$ cat config.mk
export PLATFORM = sky130hd
export DESIGN_NAME = servo_pwm_decoder_flat
export DESIGN_NICKNAME = d
export VERILOG_FILES = /design/src/rtl/servo_pwm_decoder_pkg.sv /design/src/rtl/servo_pwm_decoder_if.sv /design/src/rtl/servo_pwm_decoder_edge.sv /design/src/rtl/servo_pwm_decoder.sv /design/src/flat_wrapper.sv
export SDC_FILE = /design/constraint.sdc
export NUM_CORES = 1
export LEC_CHECK = 0
export ABC_AREA = 1
export CORE_UTILIZATION = 55
export CTS_BUF_LIST = sky130_fd_sc_hd__clkbuf_4
export DETAILED_ROUTE_END_ITERATION = 6
export GPL_ROUTABILITY_DRIVEN = 0
export PLACE_DENSITY = 0.75
export SYNTH_ARGS = -nofsm -noshare
export SYNTH_HDL_FRONTEND = slang
export SYNTH_SLANG_ARGS = --single-unit
$ cat constraint.sdc
create_clock -name clk -period 3.7 [get_ports clk]
set_input_delay 1.11 -clock clk [delete_from_list [all_inputs] [get_ports clk]]
set_output_delay 1.11 -clock clk [all_outputs]
set_load 0.005 [all_outputs]
$ cat src/rtl/servo_pwm_decoder_pkg.sv
// servo_pwm_pkg: constants and types shared by the servo PWM generator and
// decoder. Nominal pulse widths and the frame period are given in clk cycles.
// The ASCII position codes are the command set the generator accepts.
package servo_pwm_pkg;
  localparam int CNT_W  = 21;
  localparam int S0     = 124_000;
  localparam int S1     = 90_000;
  localparam int S2     = 55_000;
  localparam int S3     = 20_000;
  localparam int PERIOD = 1_000_000;

  localparam logic [7:0] ASCII_POS1 = 8'h31;
  localparam logic [7:0] ASCII_POS2 = 8'h32;
  localparam logic [7:0] ASCII_POS3 = 8'h33;
  localparam logic [7:0] ASCII_POS4 = 8'h34;

  typedef enum logic [1:0] {
    ST_IDLE   = 2'd0,  // discard any partial pulse until the line is low
    ST_WAIT_R = 2'd1,  // armed, waiting for the first rise
    ST_HIGH   = 2'd2,  // measuring high time
    ST_LOW    = 2'd3   // low part of the frame, period still running
  } pwm_state_t;
endpackage

$ cat src/rtl/servo_pwm_decoder_if.sv
// servo_pwm_decoder_if: PWM input plus the measurement/classification results.
//   master : drives pwm_in, observes results (bench / consumer side)
//   slave  : the decoder (samples pwm_in, drives results)
// Signals: pwm_in, width[CNT_W], period[CNT_W], meas_valid, pos_code[8],
//          pos_valid, pos_onehot[4], err_unknown, signal_lost.
interface servo_pwm_decoder_if #(parameter int CNT_W = servo_pwm_pkg::CNT_W);
  logic             pwm_in;
  logic [CNT_W-1:0] width;
  logic [CNT_W-1:0] period;
  logic             meas_valid;
  logic [7:0]       pos_code;
  logic             pos_valid;
  logic [3:0]       pos_onehot;
  logic             err_unknown;
  logic             signal_lost;

  modport master (output pwm_in,
                  input  width, period, meas_valid, pos_code, pos_valid,
                         pos_onehot, err_unknown, signal_lost);
  modport slave  (input  pwm_in,
                  output width, period, meas_valid, pos_code, pos_valid,
                         pos_onehot, err_unknown, signal_lost);
endinterface

$ cat src/rtl/servo_pwm_decoder_edge.sv
// pwm_edge_filter: 2-FF synchronizer for the asynchronous PWM input, optional
// glitch filter, and 1-cycle rise/fall strobes of the filtered level.
// Macro PWM_GLITCH_FILTER_EN: filt follows the synced level only after it has
// held a new value for GLT_LEN consecutive cycles (both edges delayed equally).
// Ports: clk, rst_n (async low), pwm_in -> filt, rise, fall, ready.
// ready rises once the pipeline holds real input samples, so a reset-value low
// is never mistaken for a genuine low on the line.
module pwm_edge_filter #(
  parameter int GLT_LEN = 4
) (
  input  logic clk,
  input  logic rst_n,
  input  logic pwm_in,
  output logic filt,
  output logic rise,
  output logic fall,
  output logic ready
);
`ifdef PWM_GLITCH_FILTER_EN
  localparam bit GLT_ON = 1'b1;
`else
  localparam bit GLT_ON = 1'b0;
`endif
  localparam int SETTLE = 3 + (GLT_ON ? GLT_LEN : 0);

  logic       s1, s2, filt_q;
  logic [7:0] stl;

  always_ff @(posedge clk or negedge rst_n) begin
    if (!rst_n) begin
      s1     <= 1'b0;
      s2     <= 1'b0;
      filt_q <= 1'b0;
      stl    <= '0;
    end else begin
      s1     <= pwm_in;
      s2     <= s1;
      filt_q <= filt;
      if (stl != 8'(SETTLE)) stl <= stl + 8'd1;
    end
  end

`ifdef PWM_GLITCH_FILTER_EN
  logic       filt_r;
  logic [7:0] gcnt;

  // Count consecutive cycles the synced level disagrees with filt; any return
  // to agreement restarts the count, which swallows short glitches.
  always_ff @(posedge clk or negedge rst_n) begin
    if (!rst_n) begin
      filt_r <= 1'b0;
      gcnt   <= '0;
    end else if (s2 == filt_r) begin
      gcnt <= '0;
    end else if (gcnt == 8'(GLT_LEN - 1)) begin
      filt_r <= s2;
      gcnt   <= '0;
    end else begin
      gcnt <= gcnt + 8'd1;
    end
  end
  assign filt = filt_r;
`else
  assign filt = s2;
`endif

  assign ready = (stl == 8'(SETTLE));
  assign rise  = filt & ~filt_q;
  assign fall  = ~filt & filt_q;
endmodule

$ cat src/rtl/servo_pwm_decoder.sv
// servo_pwm_decoder: measures high time and rise-to-rise period of a servo PWM
// input and classifies the width into position codes '1'..'4' (0x31..0x34).
// Ports: clk, rst_n (async low), bus (servo_pwm_decoder_if.slave):
//   pwm_in in; width/period, meas_valid, pos_code, pos_valid, pos_onehot,
//   err_unknown, signal_lost out.
// Macro PWM_GLITCH_FILTER_EN enables the input glitch filter (see edge filter).
module servo_pwm_decoder #(
  parameter int CNT_W   = servo_pwm_pkg::CNT_W,
  parameter int S0      = servo_pwm_pkg::S0,
  parameter int S1      = servo_pwm_pkg::S1,
  parameter int S2      = servo_pwm_pkg::S2,
  parameter int S3      = servo_pwm_pkg::S3,
  parameter int TOL     = 5_000,
  parameter int TIMEOUT = 1_200_000,
  parameter int GLT_LEN = 4
) (
  input  logic                 clk,
  input  logic                 rst_n,
  servo_pwm_decoder_if.slave   bus
);
  import servo_pwm_pkg::*;

  localparam int                 TO_W  = $clog2(TIMEOUT + 1);
  localparam logic [CNT_W-1:0]   CMAX  = '1;
  localparam logic signed [CNT_W:0] TOL_V = (CNT_W+1)'(TOL);
  localparam int                 SX [4] = '{S0, S1, S2, S3};

  logic filt, rise, fall, ready;

  pwm_edge_filter #(.GLT_LEN(GLT_LEN)) u_edge (
    .clk(clk), .rst_n(rst_n), .pwm_in(bus.pwm_in),
    .filt(filt), .rise(rise), .fall(fall), .ready(ready)
  );

  pwm_state_t       state;
  logic [CNT_W-1:0] wcnt, pcnt, width_r, period_r;
  logic [TO_W-1:0]  tcnt;
  logic             cls_pend, meas_valid_r, pos_valid_r, err_unknown_r, lost_r;
  logic [7:0]       pos_code_r;
  logic [3:0]       onehot_r;

  function automatic logic [CNT_W-1:0] sat_inc(input logic [CNT_W-1:0] v);
    return (v == CMAX) ? v : v + 1'b1;
  endfunction

  // Timeout fires exactly once, on the TIMEOUT-th edge-free cycle; an edge in
  // that same cycle clears the counter instead.
  logic edge_any, expire;
  assign edge_any = rise | fall;
  assign expire   = !edge_any && (tcnt == TO_W'(TIMEOUT - 1));

  // Signed CNT_W+1-bit distance to each nominal width; lowest index wins.
  logic signed [CNT_W:0] diff, mag;
  logic                  hit;
  logic [1:0]            hit_idx;
  always_comb begin
    diff    = '0;
    mag     = '0;
    hit     = 1'b0;
    hit_idx = '0;
    for (int x = 3; x >= 0; x--) begin
      diff = $signed({1'b0, width_r}) - $signed((CNT_W+1)'(SX[x]));
      mag  = diff[CNT_W] ? -diff : diff;
      if (mag <= TOL_V) begin
        hit     = 1'b1;
        hit_idx = 2'(x);
      end
    end
  end

  always_ff @(posedge clk or negedge rst_n) begin
    if (!rst_n) begin
      state         <= ST_IDLE;
      wcnt          <= '0;
      pcnt          <= '0;
      tcnt          <= '0;
      width_r       <= '0;
      period_r      <= '0;
      cls_pend      <= 1'b0;
      meas_valid_r  <= 1'b0;
      pos_valid_r   <= 1'b0;
      err_unknown_r <= 1'b0;
      lost_r        <= 1'b0;
      pos_code_r    <= 8'h00;
      onehot_r      <= 4'b0000;
    end else begin
      meas_valid_r  <= 1'b0;
      pos_valid_r   <= 1'b0;
      err_unknown_r <= 1'b0;
      cls_pend      <= 1'b0;

      if (edge_any)                  tcnt <= '0;
      else if (tcnt != TO_W'(TIMEOUT)) tcnt <= tcnt + 1'b1;

      case (state)
        ST_IDLE:   if (ready && !filt) state <= ST_WAIT_R;
        ST_WAIT_R: if (rise) begin
                     wcnt  <= CNT_W'(1);
                     pcnt  <= CNT_W'(1);
                     state <= ST_HIGH;
                   end
        ST_HIGH: begin
          pcnt <= sat_inc(pcnt);
          if (fall) begin
            width_r  <= wcnt;
            cls_pend <= 1'b1;
            state    <= ST_LOW;
          end else begin
            wcnt <= sat_inc(wcnt);
          end
        end
        ST_LOW: begin
          if (rise) begin
            period_r <= pcnt;
            wcnt     <= CNT_W'(1);
            pcnt     <= CNT_W'(1);
            state    <= ST_HIGH;
          end else begin
            pcnt <= sat_inc(pcnt);
          end
        end
        default: state <= ST_IDLE;
      endcase

      // width_r was loaded on the fall; classify it one cycle later.
      if (cls_pend) begin
        meas_valid_r <= 1'b1;
        if (hit) begin
          pos_valid_r <= 1'b1;
          pos_code_r  <= ASCII_POS1 + {6'd0, hit_idx};
          onehot_r    <= 4'b0001 << hit_idx;
          lost_r      <= 1'b0;
        end else begin
          err_unknown_r <= 1'b1;
        end
      end

      if (expire) begin
        lost_r   <= 1'b1;
        onehot_r <= 4'b0000;
        state    <= ST_IDLE;
      end
    end
  end

  assign bus.width       = width_r;
  assign bus.period      = period_r;
  assign bus.meas_valid  = meas_valid_r;
  assign bus.pos_code    = pos_code_r;
  assign bus.pos_valid   = pos_valid_r;
  assign bus.pos_onehot  = onehot_r;
  assign bus.err_unknown = err_unknown_r;
  assign bus.signal_lost = lost_r;
endmodule

$ cat src/flat_wrapper.sv
// flat-port wrapper written by rule: the top's interface ports become plain ports
module servo_pwm_decoder_flat import servo_pwm_pkg::*;
#(
  parameter int CNT_W   = servo_pwm_pkg::CNT_W,
  parameter int S0      = servo_pwm_pkg::S0,
  parameter int S1      = servo_pwm_pkg::S1,
  parameter int S2      = servo_pwm_pkg::S2,
  parameter int S3      = servo_pwm_pkg::S3,
  parameter int TOL     = 5_000,
  parameter int TIMEOUT = 1_200_000,
  parameter int GLT_LEN = 4
)
  (clk, rst_n, bus_pwm_in, bus_width, bus_period, bus_meas_valid, bus_pos_code, bus_pos_valid, bus_pos_onehot, bus_err_unknown, bus_signal_lost);
  servo_pwm_decoder_if #(.CNT_W(CNT_W)) bus_i ();
  input  logic clk;
  input  logic rst_n;
  input wire logic [$bits(bus_i.pwm_in)-1:0] bus_pwm_in;
  output wire logic [$bits(bus_i.width)-1:0] bus_width;
  output wire logic [$bits(bus_i.period)-1:0] bus_period;
  output wire logic [$bits(bus_i.meas_valid)-1:0] bus_meas_valid;
  output wire logic [$bits(bus_i.pos_code)-1:0] bus_pos_code;
  output wire logic [$bits(bus_i.pos_valid)-1:0] bus_pos_valid;
  output wire logic [$bits(bus_i.pos_onehot)-1:0] bus_pos_onehot;
  output wire logic [$bits(bus_i.err_unknown)-1:0] bus_err_unknown;
  output wire logic [$bits(bus_i.signal_lost)-1:0] bus_signal_lost;
  assign bus_i.pwm_in = bus_pwm_in;
  assign bus_width = bus_i.width;
  assign bus_period = bus_i.period;
  assign bus_meas_valid = bus_i.meas_valid;
  assign bus_pos_code = bus_i.pos_code;
  assign bus_pos_valid = bus_i.pos_valid;
  assign bus_pos_onehot = bus_i.pos_onehot;
  assign bus_err_unknown = bus_i.err_unknown;
  assign bus_signal_lost = bus_i.signal_lost;
  servo_pwm_decoder #(.CNT_W(CNT_W), .S0(S0), .S1(S1), .S2(S2), .S3(S3), .TOL(TOL), .TIMEOUT(TIMEOUT), .GLT_LEN(GLT_LEN)) u_core (.clk(clk), .rst_n(rst_n), .bus(bus_i));
endmodule
After elaboration in Yosys (flattened, before gate mapping)
Index checks and enable logic that the tools add are counted.
- bits in registers: 135
- add/subtract/negate cells: 13
- $lt $le $gt $ge: 4
- equality and inequality tests: 16
- shift operators: 1
- muxes and demuxes: 39
- bitwise gates (word level): 5
- reduce and logical (&&, ||, !) cells: 18
- operators by type and width (operator ; count):
    21-bit 2-to-1 mux ; 7
    22-bit by 14-bit less-or-equal comparator with 1-bit output (second input constant) ; 4
    22-bit 2-to-1 mux ; 4
    22-bit negation ; 4
    21-bit by 1-bit adder with 21-bit output (second input constant) ; 3
    21-bit equality test (second input constant) ; 3
    21-bit case mux with 3 select lines ; 1
    21-bit by 17-bit subtractor with 22-bit output (second input constant) ; 2
    21-bit case mux with 2 select lines ; 1
    21-bit by 15-bit subtractor with 22-bit output (second input constant) ; 1
    21-bit by 16-bit subtractor with 22-bit output (second input constant) ; 1
    21-bit != test (second input constant) ; 1
    2-bit 2-to-1 mux ; 8
    1-bit 2-to-1 mux ; 14
    4-bit 2-to-1 mux ; 3
    2-bit AND reduction ; 5
    3-bit by 1-bit != test with 1-bit output (second input constant) ; 3
    8-bit by 1-bit adder with 8-bit output (second input constant) ; 1
    8-bit by 2-bit equality test with 1-bit output (second input constant) ; 1
    8-bit by 2-bit != test with 1-bit output (second input constant) ; 1
    2-bit nonzero test ; 4
    6-bit by 2-bit adder with 7-bit output (first input constant) ; 1
    2-bit case mux with 3 select lines ; 1
    2-bit equality test (second input constant) ; 2
    other kinds (14) ; 20

Logic depth before layout (Yosys ltp)
- depth after elaboration: 12
- depth in mapped cells: 26
- gate-level depth less buffers: 26

Cells and area by module
From an unflattened synthesis, not the netlist that was laid out.
- cell total of the unflattened synthesis: 1489
- area total of the unflattened synthesis: 9780.6 um^2
- modules (own cells, without submodules) (module ; instances ; cells each ; area each (um^2)):
    servo_pwm_decoder ; 1 ; 1422 ; 9253.9
    pwm_edge_filter ; 1 ; 67 ; 526.8

Worst setup path before layout
OpenSTA, ideal clock, no wires.
- path kind: register -> register
- from: register u_core.width_r[5], in the netlist u_core.bus.width[5]
- to: register u_core.onehot_r[2], in the netlist u_core.bus.pos_onehot[2]
- setup time: 0.119 ns
- arrival time: 2.807 ns
- path slack: 0.774 ns
- cell stages (with the launch flop): 21
- buffers on the path: 1
- period minus slack after synthesis: 2.926 ns
- path through: dfrtp_1 > inv_4 > ha_1 > nand2_2 > nand3_1 > inv_1 > nand3_4 > nand2_4 > inv_4 > buf_6 > nand2_1 > nand2_1 > nand2_1 > nand2_1 > nor2_1 > nand4_1 > o21ai_0 > inv_1 > ha_1 > nand4_1 > nand2_1
- cells in the longest elaborated chain, start to end: 12
- elaborated cells on any way between the ends: 30
- classes of those cells: 8 x add/sub; 4 x order compare; 1 x shift; 15 x mux; 2 x reduce/logical
- RTL lines (element ; line ; text):
    start, declared ; servo_pwm_decoder.sv:36 ; logic [CNT_W-1:0] wcnt, pcnt, width_r, period_r;
    start signal, assigned ; servo_pwm_decoder.sv:105 ; width_r <= wcnt;
    21-bit by 15-bit subtractor with 22-bit output ; servo_pwm_decoder.sv:62 ; diff = $signed({1'b0, width_r}) - $signed((CNT_W+1)'(SX[x]));
    22-bit negation ; servo_pwm_decoder.sv:63 ; mag = diff[CNT_W] ? -diff : diff;
    22-bit 2-to-1 mux ; servo_pwm_decoder.sv:63 ;
    22-bit by 14-bit less-or-equal comparator with 1-bit output ; servo_pwm_decoder.sv:64 ; if (mag <= TOL_V) begin
    2-bit 2-to-1 mux (4 in a row) ; servo_pwm_decoder.sv:64 ;
    1-bit by 2-bit left shift with 4-bit output ; servo_pwm_decoder.sv:131 ; onehot_r <= 4'b0001 << hit_idx;
    4-bit 2-to-1 mux ; servo_pwm_decoder.sv:128 ; if (hit) begin
    4-bit 2-to-1 mux ; servo_pwm_decoder.sv:126 ; if (cls_pend) begin
    4-bit 2-to-1 mux ; servo_pwm_decoder.sv:138 ; if (expire) begin
    end signal, assigned ; servo_pwm_decoder.sv:131 ;
    end, declared ; servo_pwm_decoder.sv:40 ; logic [3:0] onehot_r;
Several ways; a longest one is shown, not always the timed one. The select of a mux whose other input is x is not followed.
A chain may end at the register's enable or synchronous reset.

Worst setup path after layout
- from: register u_core.width_r[3], in the netlist u_core.bus.width[3]
- to: register u_core.onehot_r[0], in the netlist u_core.bus.pos_onehot[0]
Same word-level chain as after synthesis.

==> PnR_summary.wiki <==
{| class="wikitable"
! Metric !! Value
|-
| # placed instances || 1,685
|-
| Number of levels in the clock H-tree || 4
|-
| Total congestion overflow after global routing || 0
|-
| Max FO, Critical Path || 7
|-
| Startpoint-to-endpoint class of the critical path || reg2reg
|-
| I/O pin cnt || 61
|-
| Buffers on Ports || 57
|-
| Utilization after layout || 0.625
|-
| Clock network fraction of design power || 0.322
|-
| Worst hold endpoint || u_core.u_edge.filt$_DFF_PN0_
|-
| Floorplan row count || 48
|-
| Area taken by multi-input logic gates || 0.00544 mm2
|-
| Final number of setup-violating endpoints || 0
|-
| Outcome || finished with violations
|-
| Setup repair after global routing missed its margin || false
|-
| Area of the die || 0.0183 mm2
|-
| Master cell of the clock root buffer || clkbuf_4
|-
| Worst EP required || 4130 ps
|-
| Post-synthesis register bit count || 131
|-
| Sum of negative setup slack || 0 ps
|-
| Internal cell power || 2420 uW
|-
| Source-to-sink clock delay at the later pin of the worst-skew pair || 540 ps
|-
| Number of nets in the finished design || about 1.5k
|-
| TritonCTS clock tree || done
|-
| Transition time of the tightest slew-check pin || 668 ps
|-
| Warnings, synthesis || 0
|-
| Fraction of final layout cells sized beyond drive strength 1 || 0.0891
|-
| Worst endpoint data arrival time || 3870 ps
|-
| Placeable core area || 0.0173 mm2
|-
| Pin count of the biggest net entering global routing || 56
|-
| Number of hold violations in the final report || 0
|-
| Max-slew violation count || 0
|-
| Longest Clk Path Bufs || 2
|-
| Largest vdd supply drop || roughly 0.27 mV
|-
| Post-synth ARST share || 1.00
|-
| Detailed Routing Iterations Pass 1 || 7
|-
| Net Sw Power || 1140 uW
|-
| Post-route fraction of the period consumed by the critical path || 0.929
|-
| Violations in the final reports || DRC
|-
| Sequential share of the synthesized area || 0.336
|-
| Via density per instance || 5.45
|-
| Crit path launch type || register
|-
| Count of cells along the worst register-to-register path || 22
|-
| Register-to-Register Setup Slack || 260 ps
|-
| Number of maximum-capacitance constraint violations || 0
|-
| Classification of the worst-slack hold path || reg2reg
|-
| Post-detailed-route wirelength per cell || about 15 um
|-
| Starting density of the core || 0.563
|-
| HPWL after DPL || 18,900 um
|-
| Worst slack on hold paths || 364 ps
|-
| Overall global routing resource usage || 0.289
|-
| Cell Pwr Density || 329 mW/mm2
|-
| Residual DRC count || 11
|-
| Post-synthesis cell area || 0.00974 mm2
|-
| FF/Latch Area || 0.00328 mm2
|-
| Timing-limited maximum frequency || about 290 MHz
|-
| Final standard cell count with taps included and fillers excluded || between 1.5k and 2k
|-
| Clk slew on worst S/H paths || 120 ps
|-
| Synth cell types || between 50 and 60
|-
| End of the worst register-to-register path || u_core.bus.pos_onehot[0]$_DFFE_PN0P_
|-
| Number of vias in the routed layout || 9,358
|-
| Worst Hold Path Cells || 0
|-
| Minimum clock period after layout || between 3000 and 4000 ps
|-
| Relative area change from synthesis to final layout || 11.0%
|-
| Leak pwr || 0.00544 uW
|-
| Worst max-slew margin expressed relative to the limit || 0.553
|-
| First-pass GRT wire length || 42,000 um
|-
| Clock sinks || 131
|-
| Comb power frac || 0.217
|-
| Reg2Reg Launch Point || u_core.bus.width[3]$_DFFE_PN0P_
|-
| Remaining antenna violation count after routing || 0
|-
| DRC marker count from the first detailed-route iteration || roughly 630
|-
| Type of element capturing the critical path || register
|-
| Launch point of the worst hold path || u_core.u_edge.s1$_DFF_PN0_
|-
| Switching share of total power || 0.319
|-
| Layout fillers || 1,647
|-
| Number of global-route vias before repair || 8,895
|-
| Final total power || 3560 uW
|-
| Number of enable flip-flop cells after synthesis || 0
|-
| Post-Route WL || between 20,000 and 30,000 um
|-
| Worst-case clock skew || 13.7 ps
|-
| Most common flop cell mapped by yosys || dfrtp_1
|-
| Horiz. Die Dim || 135 um
|-
| Vert. Die Dim || between 100 and 150 um
|-
| Seq pwr share || 0.461
|-
| Synthesized area per cell || 6.84 um2
|-
| Syn Inst Count || around 1.4k
|-
| TritonCTS buffer count || 17
|-
| Initial antenna violation count || 1
|}
[through the flow]
stage	setup slack [ps]	area, um2
finish	262	10800
detailed placement	150	10500
CTS	90.1	10800
floorplan	774	9750
global placement	288	10500
global route	28.6	10800
[worst max path at each step]
stage,slack (ps),to,start
after global placement,290,u_core.bus.pos_code[0]$_DFFE_PN0P_,u_core.bus.width[5]$_DFFE_PN0P_
final,260,u_core.bus.pos_onehot[0]$_DFFE_PN0P_,u_core.bus.width[3]$_DFFE_PN0P_
after detailed placement,150,u_core.bus.pos_code[1]$_DFFE_PN0P_,u_core.bus.width[5]$_DFFE_PN0P_
after floorplan,770,u_core.bus.pos_onehot[2]$_DFFE_PN0P_,u_core.bus.width[5]$_DFFE_PN0P_
after global routing,30,u_core.bus.pos_onehot[0]$_DFFE_PN0P_,u_core.bus.width[5]$_DFFE_PN0P_
after CTS,90,u_core.bus.pos_code[1]$_DFFE_PN0P_,u_core.bus.width[5]$_DFFE_PN0P_
[cells by family (layout without fill, tap and decap cells)]
group,Yosys count,after routing,share of synthesized area
and+or+nand+nor,813,813,0.382
buffers and inverters,236,302,0.107
AOI/OAI and AO/OA,166,166,0.0953
DFF,131,131,0.336
xor gates and xnor gates,54,54,0.0493
adders and majority gates,22,22,0.0283
other,1,4,0.000385
muxes,1,1,0.00116
[layer usage]
metal / wire length [um] / GRT usage
met1: 10800 / 0.350
met2: 12100 / 0.497
met3: 1170 / 0.0507
met4: 947 / 0.139
met5: 0 / 0
[cells in the final DEF, fill, tap and decap left out, drive strengths merged, types with 2 or more instances in the layout]
| master | n |
|---|---|
| conb | 3 |
| xnor2 | 7 |
| o21ai | 98 |
| a221oi | 2 |
| bufinv | 5 |
| o31ai | 4 |
| clkbuf | 18 |
| nor3 | 44 |
| a211oi | 5 |
| nand3b | 8 |
| xor2 | 47 |
| buf | 17 |
| o21bai | 2 |
| clkinv | 7 |
| nor3b | 5 |
| dfrtp | 131 |
| inv | 197 |
| clkdlybuf4s50 | 56 |
| a21oi | 46 |
| nand2 | 432 |
| nand4 | 41 |
| ha | 22 |
| nor2 | 139 |
| nor4 | 12 |
| nand3 | 131 |
| o211ai | 4 |
| clkinvlp | 2 |
[state kept, by name, indices dropped and copies added (netlist names), 2 cells and up]
signal and count:
u_core.bus.period 21, u_core.bus.width 21, u_core.pcnt 21, u_core.tcnt 21, u_core.wcnt 21, u_core.u_edge.stl 8, u_core.bus.pos_code 4, u_core.bus.pos_onehot 4
u_core.state 2
[critical path, cell delays in order (launching register included)]
cell      delay, ps
dfrtp_1         510
inv_1           290
ha_1            200
nand3_1         100
inv_1           140
nand2_1         100
nor2_1          100
nand2_1         110
nor2_1          200
nand2_1         110
nand3b_1         90
nand2_1          50
nor2_1           80
nand2_1          90
nand2_1          70
nand2_1          60
nor2_2          210
inv_1            70
o21ai_1         230
inv_1           140
ha_1            220
nand4_1         100
nand2_1          70
[final cells by class]
cell class / instances / area share
antenna: 1 / 0.000231
clock buffer: 18 / 0.0125
multi-input combinational: 1059 / 0.503
inverter: 197 / 0.0704
timing repair buffer: 73 / 0.0651
sequential: 131 / 0.303
tap: 225 / 0.0260
clock inverter: 14 / 0.0193
[cells in the mapped netlist, drive strengths merged, types with 2 or more instances]
| cell | n | area, um2 |
|---|---|---|
| o211ai | 4 | 30.0 |
| clkinv | 2 | 7.51 |
| nand3b | 8 | 60.1 |
| xnor2 | 7 | 61.3 |
| a211oi | 5 | 37.5 |
| nand3 | 131 | 711 |
| nor4 | 12 | 75.1 |
| nand2 | 432 | 1730 |
| o21bai | 2 | 15.0 |
| a21oi | 46 | 253 |
| o31ai | 4 | 30.0 |
| nand4 | 41 | 269 |
| a221oi | 2 | 17.5 |
| nor3 | 44 | 240 |
| inv | 195 | 752 |
| xor2 | 47 | 419 |
| nor2 | 139 | 599 |
| nor3b | 5 | 37.5 |
| buf | 24 | 224 |
| o21ai | 98 | 505 |
| ha | 22 | 275 |
| dfrtp | 131 | 3280 |
| clkbuf | 15 | 57.6 |
[what timing repair did]
action / CTS / global route
buffers inserted: 0 / 0
hold buffers: 0 / 0
endpoints found under the setup margin: 0 / 10
gates resized for setup: 0 / 6
[power groups by stage]
stage | Combinational (uW) | Clock, uW | Sequential, uW
after global routing | 859 | 1220 | 1660
final | 772 | 1140 | 1640
after global placement | 755 | 0 | 1670
after detailed placement | 766 | 0 | 1670
after CTS | 770 | 1170 | 1640
after floorplan | 493 | 0 | 1630
Note: power is estimated with default switching activity, not from simulation.
